`src/rtl/esp32_prog_pkg.sv`:
```
// esp32_prog_pkg: FSM state encoding and the nDTR/nRTS -> {EN,IO0} decode for esp32_prog_ctrl.
package esp32_prog_pkg;

    localparam logic [1:0] ST_POWERUP = 2'd0;
    localparam logic [1:0] ST_RUN     = 2'd1;
    localparam logic [1:0] ST_PROG    = 2'd2;

    // filtered {ndtr, nrts} codes
    localparam logic [1:0] PAIR_PROG = 2'b10;
    localparam logic [1:0] PAIR_IO0  = 2'b01;
    localparam logic [1:0] PAIR_BOTH = 2'b00;
    localparam logic [1:0] PAIR_IDLE = 2'b11;

    // decoded {EN, IO0} pairs
    localparam logic [1:0] EI_EN_LOW  = 2'b01;
    localparam logic [1:0] EI_IO0_LOW = 2'b10;
    localparam logic [1:0] EI_RUN     = 2'b11;

    function automatic logic [1:0] decode_pair(input logic [1:0] pair);
        return pair == PAIR_PROG ? EI_EN_LOW : pair == PAIR_IO0 ? EI_IO0_LOW : EI_RUN;
    endfunction

endpackage

```
`src/rtl/esp32_line_filter.sv`:
```
// esp32_line_filter: 2-FF synchroniser followed by a stability filter that accepts a new level
// only after it has been seen for C_filter_cycles consecutive cycles (0 = synchroniser only).
module esp32_line_filter #(
    parameter int   C_filter_cycles = 4,
    parameter logic C_init          = 1'b1
) (
    input  logic clk,
    input  logic rst_n,
    input  logic d,
    output logic q
);
    logic [1:0] sync;

    always_ff @(posedge clk or negedge rst_n)
        if (!rst_n) sync <= {2{C_init}};
        else        sync <= {sync[0], d};

    generate
        if (C_filter_cycles == 0) begin : g_bypass
            assign q = sync[1];
        end else begin : g_filter
            localparam int CW = $clog2(C_filter_cycles + 1);
            logic [CW-1:0] cnt;
            logic          filt;
            always_ff @(posedge clk or negedge rst_n)
                if (!rst_n) begin
                    cnt  <= '0;
                    filt <= C_init;
                end else if (sync[1] == filt) begin
                    cnt <= '0;
                end else if (cnt == CW'(C_filter_cycles - 1)) begin
                    cnt  <= '0;
                    filt <= sync[1];
                end else begin
                    cnt <= cnt + 1'b1;
                end
            assign q = filt;
        end
    endgenerate

endmodule

```
`src/rtl/esp32_prog_ctrl.sv`:
```
// esp32_prog_ctrl: FTDI nDTR/nRTS to ESP32 EN/bootstrap controller with power-up EN hold and release timeout.
// Optional ESP32_PROG_ACTIVITY_EN: each synced uart_act edge in PROG restarts the release timeout.
module esp32_prog_ctrl
    import esp32_prog_pkg::*;
#(
    parameter int                C_pins                 = 6,
    parameter logic [C_pins-1:0] C_follow_io0           = 6'b000011,
    parameter logic [C_pins-1:0] C_prog_value           = 6'b001100,
    parameter int                C_filter_cycles        = 4,
    parameter int                C_powerup_en_time      = 0,
    parameter int                C_prog_release_timeout = 26
) (
    input  logic              clk,
    input  logic              rst_n,
    input  logic              ndtr,
    input  logic              nrts,
    input  logic              btn_disable,
    input  logic              uart_act,
    output logic              en_t,
    output logic [C_pins-1:0] boot_t,
    output logic [C_pins-1:0] boot_o,
    output logic              prog_active
);
    localparam int CW = (C_powerup_en_time > C_prog_release_timeout ?
                         C_powerup_en_time : C_prog_release_timeout) + 1;
    localparam logic [CW-1:0] POWERUP_LAST = CW'((64'd1 << C_powerup_en_time) - 64'd1);

    logic              ndtr_f, nrts_f, btn_s, act, trig, en_n, prog_n;
    logic [1:0]        pair, pair_q, ei, state, state_n;
    logic [CW-1:0]     cnt, cnt_n, cnt_inc;
    logic [C_pins-1:0] boot_o_n;

    esp32_line_filter #(.C_filter_cycles(C_filter_cycles), .C_init(1'b1)) u_ndtr (
        .clk(clk), .rst_n(rst_n), .d(ndtr), .q(ndtr_f));
    esp32_line_filter #(.C_filter_cycles(C_filter_cycles), .C_init(1'b1)) u_nrts (
        .clk(clk), .rst_n(rst_n), .d(nrts), .q(nrts_f));
    esp32_line_filter #(.C_filter_cycles(0), .C_init(1'b0)) u_btn (
        .clk(clk), .rst_n(rst_n), .d(btn_disable), .q(btn_s));

`ifdef ESP32_PROG_ACTIVITY_EN
    logic act_s, act_q;
    esp32_line_filter #(.C_filter_cycles(0), .C_init(1'b0)) u_act (
        .clk(clk), .rst_n(rst_n), .d(uart_act), .q(act_s));
    always_ff @(posedge clk or negedge rst_n)
        if (!rst_n) act_q <= 1'b0;
        else        act_q <= act_s;
    assign act = act_s ^ act_q;
`else
    logic unused_uart_act;
    assign unused_uart_act = uart_act;
    assign act = 1'b0;
`endif

    assign pair    = {ndtr_f, nrts_f};
    assign ei      = decode_pair(pair);
    assign trig    = pair == PAIR_PROG && pair_q != PAIR_PROG;
    assign cnt_inc = cnt[C_prog_release_timeout] ? cnt : cnt + 1'b1;

    // Release is taken on the edge the counter reaches 2^n, so it lands exactly 2^n cycles after the trigger.
    always_comb begin
        state_n = ST_POWERUP;
        cnt_n   = '0;
        if (state == ST_POWERUP) begin
            state_n = cnt == POWERUP_LAST ? ST_RUN : ST_POWERUP;
            cnt_n   = cnt == POWERUP_LAST ? '0 : cnt + 1'b1;
        end else if (state == ST_RUN) begin
            state_n = trig ? ST_PROG : ST_RUN;
            cnt_n   = trig ? '0 : cnt;
        end else if (state == ST_PROG) begin
            cnt_n   = trig || act ? '0 : cnt_inc;
            state_n = cnt_n[C_prog_release_timeout] ? ST_RUN : ST_PROG;
        end
    end

    assign prog_n   = state_n == ST_PROG;
    assign en_n     = state_n != ST_POWERUP && !btn_s && ei[1];
    assign boot_o_n = prog_n ? (C_follow_io0 & {C_pins{ei[0]}}) | (~C_follow_io0 & C_prog_value) : '0;

    always_ff @(posedge clk or negedge rst_n)
        if (!rst_n) begin
            state       <= ST_POWERUP;
            cnt         <= '0;
            pair_q      <= PAIR_IDLE;
            en_t        <= 1'b0;
            boot_t      <= '1;
            boot_o      <= '0;
            prog_active <= 1'b0;
        end else begin
            state       <= state_n;
            cnt         <= cnt_n;
            pair_q      <= pair;
            en_t        <= en_n;
            boot_t      <= {C_pins{!prog_n}};
            boot_o      <= boot_o_n;
            prog_active <= prog_n;
        end

endmodule

```
`config.mk`:
```
export PLATFORM = sky130hd
export DESIGN_NAME = esp32_prog_ctrl
export DESIGN_NICKNAME = d
export VERILOG_FILES = /design/src/rtl/esp32_prog_pkg.sv /design/src/rtl/esp32_line_filter.sv /design/src/rtl/esp32_prog_ctrl.sv
export SDC_FILE = /design/constraint.sdc
export NUM_CORES = 1
export LEC_CHECK = 0
export ABC_AREA = 1
export BUFFER_PORTS_ARGS = -buffer_cell sky130_fd_sc_hd__buf_4
export CORE_MARGIN = 2
export CORE_UTILIZATION = 36
export CTS_BUF_LIST = sky130_fd_sc_hd__clkbuf_8
export DETAILED_ROUTE_END_ITERATION = 10
export PLACE_DENSITY = 0.55
export SYNTH_ARGS = -nofsm -noshare
export SYNTH_HDL_FRONTEND = slang
export SYNTH_SLANG_ARGS = --single-unit
export TNS_END_PERCENT = 5
```
`constraint.sdc`:
```
create_clock -name clk -period 2 [get_ports clk]
set_input_delay 0.2 -clock clk [delete_from_list [all_inputs] [get_ports clk]]
set_output_delay 0.2 -clock clk [all_outputs]
set_load 0.02 [all_outputs]
```
==> flow_summary.yaml <==
final_layout:
  final_nets: 399
  final_layout_size_suffix_gt1_share_pct: 19.5
  fillers: 773
  final_common_cell: "nand2_1"
  syn2layout_area_growth_pct: 13.4
  layout_common_cells: "nand2_1 (95), inv_1 (52), nor2_1 (46), dfrtp_1 (39), nand3_1 (27)"
  fin_util_pct: 41.6
  final-seq-area_sq_um: 1240
  finalInstanceArea_sq_um: 3180
  multi_input_area_sq_um: 1270
  diodes: 0
grt:
  grt_max_degree: 50
  antenna_found_initial: 0
  grt_pass1_wl_mm: 10.4
  grt_pass1_vias: 2235
  grt_use_total_pct: 15.5
  grt-ovfl-total: 0
power:
  seqPwrFrac_pct: 41.1
  netSwitchingPower_mw: 1.29
  clockPowerShare_pct: 18.5
  ir_drop_uv: 404
  p_leak_nw: 1.60
  power_frac_comb_pct: 40.5
  power_mw: 3.15
  power.density_nw_per_um2: 991
  p_int_mw: 1.86
  switching_share_pct: 40.9
clock_tree:
  post_cts_buffers: 0
  htreeDepth: 2
  clockBufferDepth: 2
  ctsRootBufferMaster: "clkbuf_8"
  clkSinkCount: 49
  clock_latency_ps: 300
  cts_tree: "done"
  clk_pin_slew_worst_paths_ps: 90
  cts_made_buffers: 5
run:
  maxCapViolCount: 0
placement:
  hpwlAfterDp_mm: 4.32
  place.gp.congestion: 0.860
  portBuffers: 16
  placed_cell_area_sq_um: 3040
sta:
  fmax_mhz: 549
  final.setup_skew_ps: 8.73
  slew_headroom_pct: 58.6
  tightest_slew_ps: 621
  finalMaxSlewViolations: 0
  setup_tns_ps: 0
  period_share_pct: 91.2
  period_minus_slack_ps: 1820
  hold_violations: 0
  setup_viol: 0
  rsz0062_at_grt: "false"
min_path:
  min_path_type: "reg -> reg"
routing:
  vias: 2265
  antenna_left: 0
  detail_route.wl_per_cell_um: 11.7
  viasPerCell: 4.61
  remaining_drc_errors: 0
  dr.pass1.iters: 4
  drt-total-wl_mm: 5.75
  drt_iter0_markers: 72
logic_synthesis:
  ys_seq_area_share_pct: 44.1
  netlist_instances: 362
  synth.distinct_cells: 36
  synth.top_cell.area_share_pct: 35.7
  synth_top_area_cell: "dfrtp_1"
  syn_area_sq_um: 2810
  synth_warnings: 0
  synth-seq-cells: 49
  syn_avg_cell_area_sq_um: 7.75
  netlist_top_cells_area: "dfrtp_1 (36%), nand2_1 (13%), dfstp_2 (8.4%)"
floorplan:
  initial_core_util_pct: 36.7
  die_h_um: 92.3
  die-area_sq_um: 8520
  die_w_um: 92.3
  std_cell_rows: 32
  core_area_sq_um: 7650
  io_pins: 20
setup_path:
  endpoint_kind: "flop"
  crit_end: "en_t"
  critPathArrivalTime_ps: 2060
  reg2reg_slack_ps: 180
  rr_worst_depth: 11
  reg2reg_to: "en_t"
  crit_fanout: 5
  start_kind: "flop"
  reg2reg_from: "cnt[1]"
  cp-startpoint: "cnt[1]"
  critPathKind: "reg -> reg"
  cp.required_ps: 2230
outcome:
  status: "complete, no violations"
## cell families after synthesis
logic type	after synthesis	share of synthesized area (%)
buf+inv	70	11.3
other cells	1	0.134
compound gates	11	2.23
mux	1	0.401
fa+ha+maj	5	2.23
simple gates	218	37.4
flops	49	44.1
xor+xnor	7	2.18
## flip-flops by register name (all words and copies together) (netlist names)
register             count
u_ndtr.g_filter.cnt      3
u_nrts.sync              2
u_nrts.g_filter.cnt      3
u_btn.sync               2
u_ndtr.sync              2
u_nrts.q                 1
cnt                     27
u_ndtr.q                 1
boot_o                   2
state                    2
en_t                     1
pair_q                   2
boot_t                   1
## area by class of cell
class | instances | area share (%)
clock buffers | 5 | 2.16
clock inverters | 3 | 0.629
inverters | 58 | 6.88
multi-input cells | 244 | 40.0
flip-flops and latches | 49 | 38.9
well taps | 102 | 4.01
repair buffers | 30 | 7.39
## Yosys cell counts
cell,n
nor3_1,6
nand2_8,1
nor2_1,46
nor4_1,1
nand3b_1,4
nand2_2,3
a21oi_1,3
nand3_2,2
o21bai_1,1
nor2_4,4
o21ai_0,4
nor3b_1,2
buf_6,2
clkinv_1,1
xor2_1,5
nand2_4,3
a31oi_1,1
nand3_1,27
nor3_2,1
mux2_2,1
nor2_8,1
clkinv_2,1
conb_1,1
inv_2,5
xnor2_1,2
inv_1,51
nor2_2,7
nand2_1,95
nand4_1,14
o21ai_1,1
or2_2,1
buf_4,10
o21ai_2,1
dfstp_2,9
dfrtp_1,40
ha_1,5
## how the worst min path moves through the flow
stage | startpoint | depth (start not counted) | to
floorplan | rst_n | 0 | boot_o[1]
global placement | rst_n | 1 | cnt[4]
detailed placement | rst_n | 1 | cnt[5]
CTS | u_btn.sync[0] | 0 | u_btn.sync[1]
global route | u_ndtr.sync[0] | 0 | u_ndtr.sync[1]
finish | u_btn.sync[0] | 0 | u_btn.sync[1]
## critical path, stage by stage (launching register included)
cell and delay, ps:
dfrtp_1 440, ha_4 180, nand2_1 60, nor2_2 120, nand3_2 100, nand3b_1 190, ha_1 200, inv_1 70
nand3_1 100, nand3b_1 100, nand2_1 80, a21oi_1 120
## stage by stage
| stage | cells | hold slack [ps] | setup WS, ps |
|---|---|---|---|
| 4_1_cts | 491 | 359 | 87.6 |
| 3_3_place_gp | 479 | 273 | 144 |
| 2_1_floorplan | 363 | -95.6 | 229 |
| 5_1_grt | 491 | 364 | 13.2 |
| 3_5_place_dp | 479 | 271 | 84.8 |
| 6_report | 491 | 353 | 177 |
## metal layers
layer / share of wire [%] / vias up / GRT usage [%]
met2: 47 / 38 / 25.1
met5: 0 / - / 0
met1: 47 / 1057 / 20.9
met4: 1.3 / 0 / 5.47
li1: - / 1164 / -
met3: 4.7 / 6 / 2.69
## power groups by stage
stage	Clock, mW	Combinational, mW	Sequential [mW]
3_3_place_gp	0	1.27	1.30
3_5_place_dp	0	1.28	1.31
5_1_grt	0.662	1.43	1.32
6_report	0.582	1.28	1.29
4_1_cts	0.620	1.28	1.29
2_1_floorplan	0	0.936	1.31
## timing repair
action / CTS / global route
hold buffers: 4 / 0
setup endpoints to repair: 0 / 4
resized for setup: 0 / 4
hold endpoints to repair: 43 / 0
Note: power is estimated with default switching activity, not from simulation.
